--- config.mk ---
export PLATFORM = sky130hd
export DESIGN_NAME = player_motion
export DESIGN_NICKNAME = d
export VERILOG_FILES = /design/src/rtl/player_motion_pkg.sv /design/src/rtl/player_motion_axis_stepper.sv /design/src/rtl/player_motion.sv
export SDC_FILE = /design/constraint.sdc
export NUM_CORES = 1
export LEC_CHECK = 0
export CAP_MARGIN = 0
export CORE_ASPECT_RATIO = 0.5
export CORE_UTILIZATION = 35
export DETAILED_ROUTE_END_ITERATION = 10
export PLACE_DENSITY = 0.49
export RECOVER_POWER = 50
export SYNTH_ARGS = -nofsm -noshare
export SYNTH_HDL_FRONTEND = slang
export SYNTH_HIERARCHICAL = 1
export SYNTH_SLANG_ARGS = --single-unit
--- constraint.sdc ---
create_clock -name Clock -period 3.55 [get_ports Clock]
set_input_delay 0.5325 -clock Clock [delete_from_list [all_inputs] [get_ports Clock]]
set_output_delay 0.5325 -clock Clock [all_outputs]
set_load 0.05 [all_outputs]
--- src/rtl/player_motion_pkg.sv ---
// Shared types and constants for the player motion block.
// Latency: none (types, constants and a combinational helper only).
// Backpressure: not applicable.
package player_pkg;

    typedef struct packed {
        logic up;
        logic down;
        logic left;
        logic right;
    } dir_t;

    typedef enum logic [1:0] {
        IDLE  = 2'd0,
        HELD  = 2'd1,
        FLUSH = 2'd2
    } motion_state_t;

    localparam int SCREEN_X_MAX = 639;
    localparam int SCREEN_Y_MAX = 479;

    // Step size is 1, 2 or 4, so three bits carry it.
    localparam int STEP_W = 3;

    // Opposite pairs cancel, so the result never asks for both senses on one axis.
    function automatic dir_t net_dir(input dir_t raw);
        dir_t n;
        n.up    = raw.up    & ~raw.down;
        n.down  = raw.down  & ~raw.up;
        n.left  = raw.left  & ~raw.right;
        n.right = raw.right & ~raw.left;
        return n;
    endfunction

endpackage

--- src/rtl/player_motion_axis_stepper.sv ---
// Next coordinate on one axis from inc/dec and step size, clamped or wrapped at 0..MAX.
// Latency: purely combinational.
// Backpressure: none; the caller decides when to register the result.
module axis_stepper
    import player_pkg::*;
#(
    parameter int W    = 10,
    parameter int MAX  = 639,
    parameter int WRAP = 0
) (
    input  logic [W-1:0]      cur,
    input  logic              inc,
    input  logic              dec,
    input  logic [STEP_W-1:0] step,
    output logic [W-1:0]      nxt,
    output logic              changed
);

    localparam logic [W:0] MAX_G  = (W+1)'(MAX);
    localparam logic [W:0] SPAN_G = (W+1)'(MAX + 1);

    logic [W:0] cur_g;
    logic [W:0] step_g;
    logic [W:0] sum_g;
    logic [W:0] dif_g;

    // One guard bit above the coordinate exposes overflow past MAX and underflow below 0.
    always_comb begin
        cur_g  = {1'b0, cur};
        step_g = (W+1)'(step);
        sum_g  = cur_g + step_g;
        dif_g  = cur_g - step_g;
        nxt    = cur;
        if (inc && !dec) begin
            if (sum_g > MAX_G) begin
                nxt = (WRAP != 0) ? W'(sum_g - SPAN_G) : W'(MAX_G);
            end else begin
                nxt = sum_g[W-1:0];
            end
        end else if (dec && !inc) begin
            if (dif_g[W]) begin
                nxt = (WRAP != 0) ? W'(cur_g + SPAN_G - step_g) : '0;
            end else begin
                nxt = dif_g[W-1:0];
            end
        end
        changed = (nxt != cur);
    end

endmodule

--- src/rtl/player_motion.sv ---
// Selects one of NUM_CH controller channels, latches its direction and steps X/Y each move tick.
// Latency: direction latched 1 cycle after strobe; X/Y and Step update MOVE_DIV cycles after entering HELD.
// Backpressure: none; strobes are sampled every cycle. PLAYER_ACCEL_EN enables the 1->2->4 step ramp.
module player_motion
    import player_pkg::*;
#(
    parameter int NUM_CH   = 3,
    parameter int CSEL_W   = 2,
    parameter int X_W      = 10,
    parameter int Y_W      = 9,
    parameter int X_MAX    = SCREEN_X_MAX,
    parameter int Y_MAX    = SCREEN_Y_MAX,
    parameter int X_INIT   = 320,
    parameter int Y_INIT   = 240,
    parameter int MOVE_DIV = 416667,
    parameter int HOLD_CYC = 1666667,
    parameter int WRAP     = 0
) (
    input  logic              Clock,
    input  logic              Reset,
    input  logic [CSEL_W-1:0] Choice,
    input  logic [NUM_CH-1:0] ChUp,
    input  logic [NUM_CH-1:0] ChDown,
    input  logic [NUM_CH-1:0] ChLeft,
    input  logic [NUM_CH-1:0] ChRight,
    input  logic [NUM_CH-1:0] ChReadable,
    output logic [X_W-1:0]    X,
    output logic [Y_W-1:0]    Y,
    output logic              Moving,
    output logic              Step
);

    localparam int SEL_N  = 2 ** CSEL_W;
    localparam int TICK_W = $clog2(MOVE_DIV);
    localparam int HOLD_W = $clog2(HOLD_CYC + 1);
    localparam logic [TICK_W-1:0] TICK_LAST = TICK_W'(MOVE_DIV - 1);
    localparam logic [HOLD_W-1:0] HOLD_LAST = HOLD_W'(HOLD_CYC - 1);

    // Channel vectors padded to the full Choice range so out-of-range indices read zero.
    logic [SEL_N-1:0] up_pad, dn_pad, lf_pad, rt_pad, rd_pad;
    assign up_pad = SEL_N'(ChUp);
    assign dn_pad = SEL_N'(ChDown);
    assign lf_pad = SEL_N'(ChLeft);
    assign rt_pad = SEL_N'(ChRight);
    assign rd_pad = SEL_N'(ChReadable);

    motion_state_t       state_q, state_d;
    dir_t                dir_q, dir_d;
    logic [TICK_W-1:0]   tick_q, tick_d;
    logic [HOLD_W-1:0]   hold_q, hold_d;
    logic [X_W-1:0]      x_q, x_d;
    logic [Y_W-1:0]      y_q, y_d;
    logic                step_q, step_d;
    logic [CSEL_W-1:0]   choice_q;

    dir_t                raw_dir, net;
    logic                sel_vld, strobe, net_nz, choice_chg, tick_wrap, do_step;
    logic [X_W-1:0]      x_nxt;
    logic [Y_W-1:0]      y_nxt;
    logic                x_chg, y_chg;
    logic [STEP_W-1:0]   step_sz;

    // Decode the selected channel's strobe and its cancelled direction.
    always_comb begin
        sel_vld       = (int'(Choice) < NUM_CH);
        strobe        = sel_vld && rd_pad[Choice];
        raw_dir.up    = up_pad[Choice];
        raw_dir.down  = dn_pad[Choice];
        raw_dir.left  = lf_pad[Choice];
        raw_dir.right = rt_pad[Choice];
        net           = net_dir(raw_dir);
        net_nz        = |net;
        choice_chg    = (Choice != choice_q);
        tick_wrap     = (state_q == HELD) && (tick_q == TICK_LAST);
        do_step       = tick_wrap && !choice_chg;
    end

    // Next-state, latched direction, counters and position update.
    always_comb begin
        state_d = state_q;
        dir_d   = dir_q;
        tick_d  = tick_q;
        hold_d  = hold_q;
        x_d     = x_q;
        y_d     = y_q;
        step_d  = 1'b0;
        // A tick steps with the direction latched before any same-cycle strobe.
        if (do_step) begin
            x_d    = x_nxt;
            y_d    = y_nxt;
            step_d = x_chg | y_chg;
        end
        if (choice_chg) begin
            state_d = FLUSH;
            dir_d   = '0;
            tick_d  = '0;
            hold_d  = '0;
        end else begin
            case (state_q)
                IDLE: begin
                    if (strobe && net_nz) begin
                        state_d = HELD;
                        dir_d   = net;
                    end
                end
                HELD: begin
                    tick_d = tick_wrap ? '0 : tick_q + 1'b1;
                    if ((strobe && !net_nz) || (!strobe && hold_q == HOLD_LAST)) begin
                        state_d = IDLE;
                        dir_d   = '0;
                        tick_d  = '0;
                        hold_d  = '0;
                    end else if (strobe) begin
                        dir_d  = net;
                        hold_d = '0;
                    end else begin
                        hold_d = hold_q + 1'b1;
                    end
                end
                default: begin
                    state_d = IDLE;
                end
            endcase
        end
    end

    // Main register bank; Choice is tracked so a change can be detected next cycle.
    always_ff @(posedge Clock) begin
        if (Reset) begin
            state_q  <= IDLE;
            dir_q    <= '0;
            tick_q   <= '0;
            hold_q   <= '0;
            x_q      <= X_W'(X_INIT);
            y_q      <= Y_W'(Y_INIT);
            step_q   <= 1'b0;
            choice_q <= Choice;
        end else begin
            state_q  <= state_d;
            dir_q    <= dir_d;
            tick_q   <= tick_d;
            hold_q   <= hold_d;
            x_q      <= x_d;
            y_q      <= y_d;
            step_q   <= step_d;
            choice_q <= Choice;
        end
    end

`ifdef PLAYER_ACCEL_EN
    logic [3:0] ramp_q, ramp_d;
    logic [1:0] lvl_q, lvl_d;

    // Ramp level rises after every 16 ticks of an unchanged held direction.
    always_comb begin
        ramp_d = ramp_q;
        lvl_d  = lvl_q;
        if (state_d != HELD || dir_d != dir_q) begin
            ramp_d = '0;
            lvl_d  = '0;
        end else if (tick_wrap) begin
            if (ramp_q == 4'd15) begin
                ramp_d = '0;
                if (lvl_q != 2'd2) begin
                    lvl_d = lvl_q + 1'b1;
                end
            end else begin
                ramp_d = ramp_q + 1'b1;
            end
        end
    end

    // Ramp registers.
    always_ff @(posedge Clock) begin
        if (Reset) begin
            ramp_q <= '0;
            lvl_q  <= '0;
        end else begin
            ramp_q <= ramp_d;
            lvl_q  <= lvl_d;
        end
    end

    assign step_sz = STEP_W'(1) << lvl_q;
`else
    assign step_sz = STEP_W'(1);
`endif

    axis_stepper #(.W(X_W), .MAX(X_MAX), .WRAP(WRAP)) u_x_axis (
        .cur     (x_q),
        .inc     (dir_q.right),
        .dec     (dir_q.left),
        .step    (step_sz),
        .nxt     (x_nxt),
        .changed (x_chg)
    );

    axis_stepper #(.W(Y_W), .MAX(Y_MAX), .WRAP(WRAP)) u_y_axis (
        .cur     (y_q),
        .inc     (dir_q.down),
        .dec     (dir_q.up),
        .step    (step_sz),
        .nxt     (y_nxt),
        .changed (y_chg)
    );

    assign X      = x_q;
    assign Y      = y_q;
    assign Moving = (state_q == HELD);
    assign Step   = step_q;

endmodule

==> metrics.yaml <==
run_status:
  outcome: "finished, final reports clean"
global_routing:
  grt_pass1_vias: 5103
  grt_first_pass_wirelength_mm: 25.9
  grt_usage_pct: 19.1
  antenna_found_initial: 0
  grt_overflow: 0
  grt_max_degree: 27
finish:
  nets: 811
  finalInstanceArea_um2: 6460
  drive_above_1_share_pct: 9.18
  area_growth_pct: 15.1
  antennaDiodeCount: 0
  num-fill-cells: 1613
  multi_input_area_um2: 3920
  seq_area_um2: 1360
place:
  dpl_cell_area_um2: 6220
  post-dp-hpwl_mm: 11.1
  place_congestion: 0.896
  numPortBuffers: 39
  pre_cts_ws_ps: 366
logic_synthesis:
  async_reset_ff_share_pct: 0
  synth_edf_count: 0
  synth-main-ff-cell: "dfxtp_1"
  synth_cell_type_count: 89
  netlist_top_cells_area: "dfxtp_1 24%, nor2_1 5.2%, ha_1 4.5%"
  ys_top_cells_by_count: "78 x nor2_1, 68 x dfxtp_1, 63 x nand2_1"
  avgSynthCellArea_um2: 7.72
  syn-instance-count: 727
  synth.most_common_cell: "nor2_1"
  synth_top_cell_area_share_pct: 24.3
  synth_area_um2: 5610
  synth_top_area_cell: "dfxtp_1"
  synth.yosys.warnings: 6
  yosysSeqAreaShare_pct: 24.3
  ys_ff_latch: 68
critical_path:
  path_class: "reg -> reg"
  path_max_fanout: 6
  critPathLaunchType: "register"
  cp.required_ps: 3770
  cp_data_arrival_time_ps: 3350
  end_kind: "register"
  r2r_slack_ps: 420
sta:
  whs_ps: 503
  worst_pin_slew_ps: 947
  final-hold-violation-count: 0
  fin_crit_sh_pct: 88.3
  max_clock_freq_mhz: 319
  relSlewSlack_pct: 36.8
  skew_ps: 9.90
  rsz0062_at_grt: "false"
  layout_setup_ws_ps: 416
  setup_viol: 0
  min_period_ps: 3130
  drv_slew: 0
  setup_tns_ps: 0
power:
  ir_drop_mv: 0.198
  powerDensity_nw_per_um2: 278
  leakagePower_nw: 2.19
  p_total_mw: 1.79
clock_tree:
  clk_latency_ps: 340
  cts_tree: "yes"
  cts_root_buf: "clkbuf_16"
  post_cts_buffers: 0
  ctsResizeCount: 0
  numCtsBuffers: 9
  ctsHoldBuffers: 0
  htree_levels: 3
  clockBufferDepth: 2
  clkTransAtPathRegs_ps: 60
  clock_sinks: 68
detailed_routing:
  ant_nets: 0
  detail_route.wl_per_cell_um: 15.5
  vias: 5425
  viasPerCell: 5.55
  drc: 0
  wirelength_mm: 15.2
  dr.pass1.iters: 5
  drt_iter0_markers: 389
floorplanning:
  die-height_um: 91.5
  dieArea_um2: 16600
  core-area_um2: 15500
  num_rows: 32
  io_pins: 40
  die_x_um: 181
  start_util_pct: 36.1
flow_run:
  drv_cap: 0
hold_path:
  hp-class: "reg -> reg"
sequential cells by signal, indices dropped and copies added (netlist names):
name	count
tick_q	19
X	10
hold_q	21
choice_q	2
state_q	2
Y	9
Step	1
dir_q	4
worst paths after layout:
| path | cells past startpoint | from | endpoint |
|---|---|---|---|
| min reg2reg | 2 | hold_q[0] | hold_q[0] |
| max | 11 | Y[0] | Step |
| max reg2reg | 11 | Y[0] | Step |
| min | 2 | hold_q[0] | hold_q[0] |
layout by cell type (no fill, tap or decap), types with 6 or more instances in the layout:
cell type         n
dlygate4sd3_1    23
mux2i_1          23
nand4b_1          6
clkdlybuf4s50_1  16
nand2_1          63
nor2_2           11
ha_1             20
or3_1             8
nand3_1          40
nor2b_1          17
nand3b_1          6
o22ai_1           7
inv_1            33
nor4_1            8
xnor2_1          21
nand4_1          21
a211o_1           7
nand2b_1         11
clkbuf_16         9
a31oi_1          15
and4_1            8
dfxtp_1          68
conb_1           13
o21ai_0          24
nor3_1           25
buf_4            17
a211oi_1          9
and3_1            7
a21oi_1          32
nor2_1           78
xor2_1           11
power breakdown:
group / internal, mW / switching (mW) / leakage [nW] / total [mW]
logic: 0.0603 / 0.0907 / 1.50 / 0.151
clock network: 0.482 / 0.391 / 0.137 / 0.874
registers: 0.766 / 0.00386 / 0.549 / 0.769
per-layer routing:
metal / GRT usage (%) / share of wire [%] / up-vias
met5: 0 / 0 / -
met4: 3.39 / 0.30 / 0
met3: 3.97 / 4.8 / 8
met2: 30.1 / 44 / 134
met1: 27.0 / 51 / 2540
li1: - / - / 2743
critical path, stage by stage, from the launching register on:
cell	delay (ps)
dfxtp_1	330
ha_1	200
fa_1	330
nand2b_4	100
or4_4	510
a31oi_4	290
nor4_1	120
nor4_2	280
nand4_1	150
or4_1	530
nor2_1	130
nor3_1	50
cell families after synthesis:
group	share of synthesized area, %
xor gates and xnor gates	4.99
muxes	4.30
buffers and inverters	6.22
other	0.134
and+or+nand+nor	33.9
AOI/OAI and AO/OA	20.3
adders and majority gates	5.89
DFF	24.3
through the flow:
step	instances	utilization [%]
6_report	977	41.6
5_1_grt	977	41.6
4_1_cts	977	41.9
3_5_place_dp	961	40.1
3_3_place_gp	961	40.1
2_1_floorplan	738	-
final cells by class:
type / count / area share [%]
Inverter: 33 / 1.92
Clock inverter: 7 / 0.871
Clock buffer: 9 / 3.48
Multi-Input combinational cell: 599 / 60.6
Sequential cell: 68 / 21.1
Tap cell: 204 / 3.95
Timing Repair Buffer: 57 / 8.09
No activity file was read; power rests on OpenSTA's default activity.
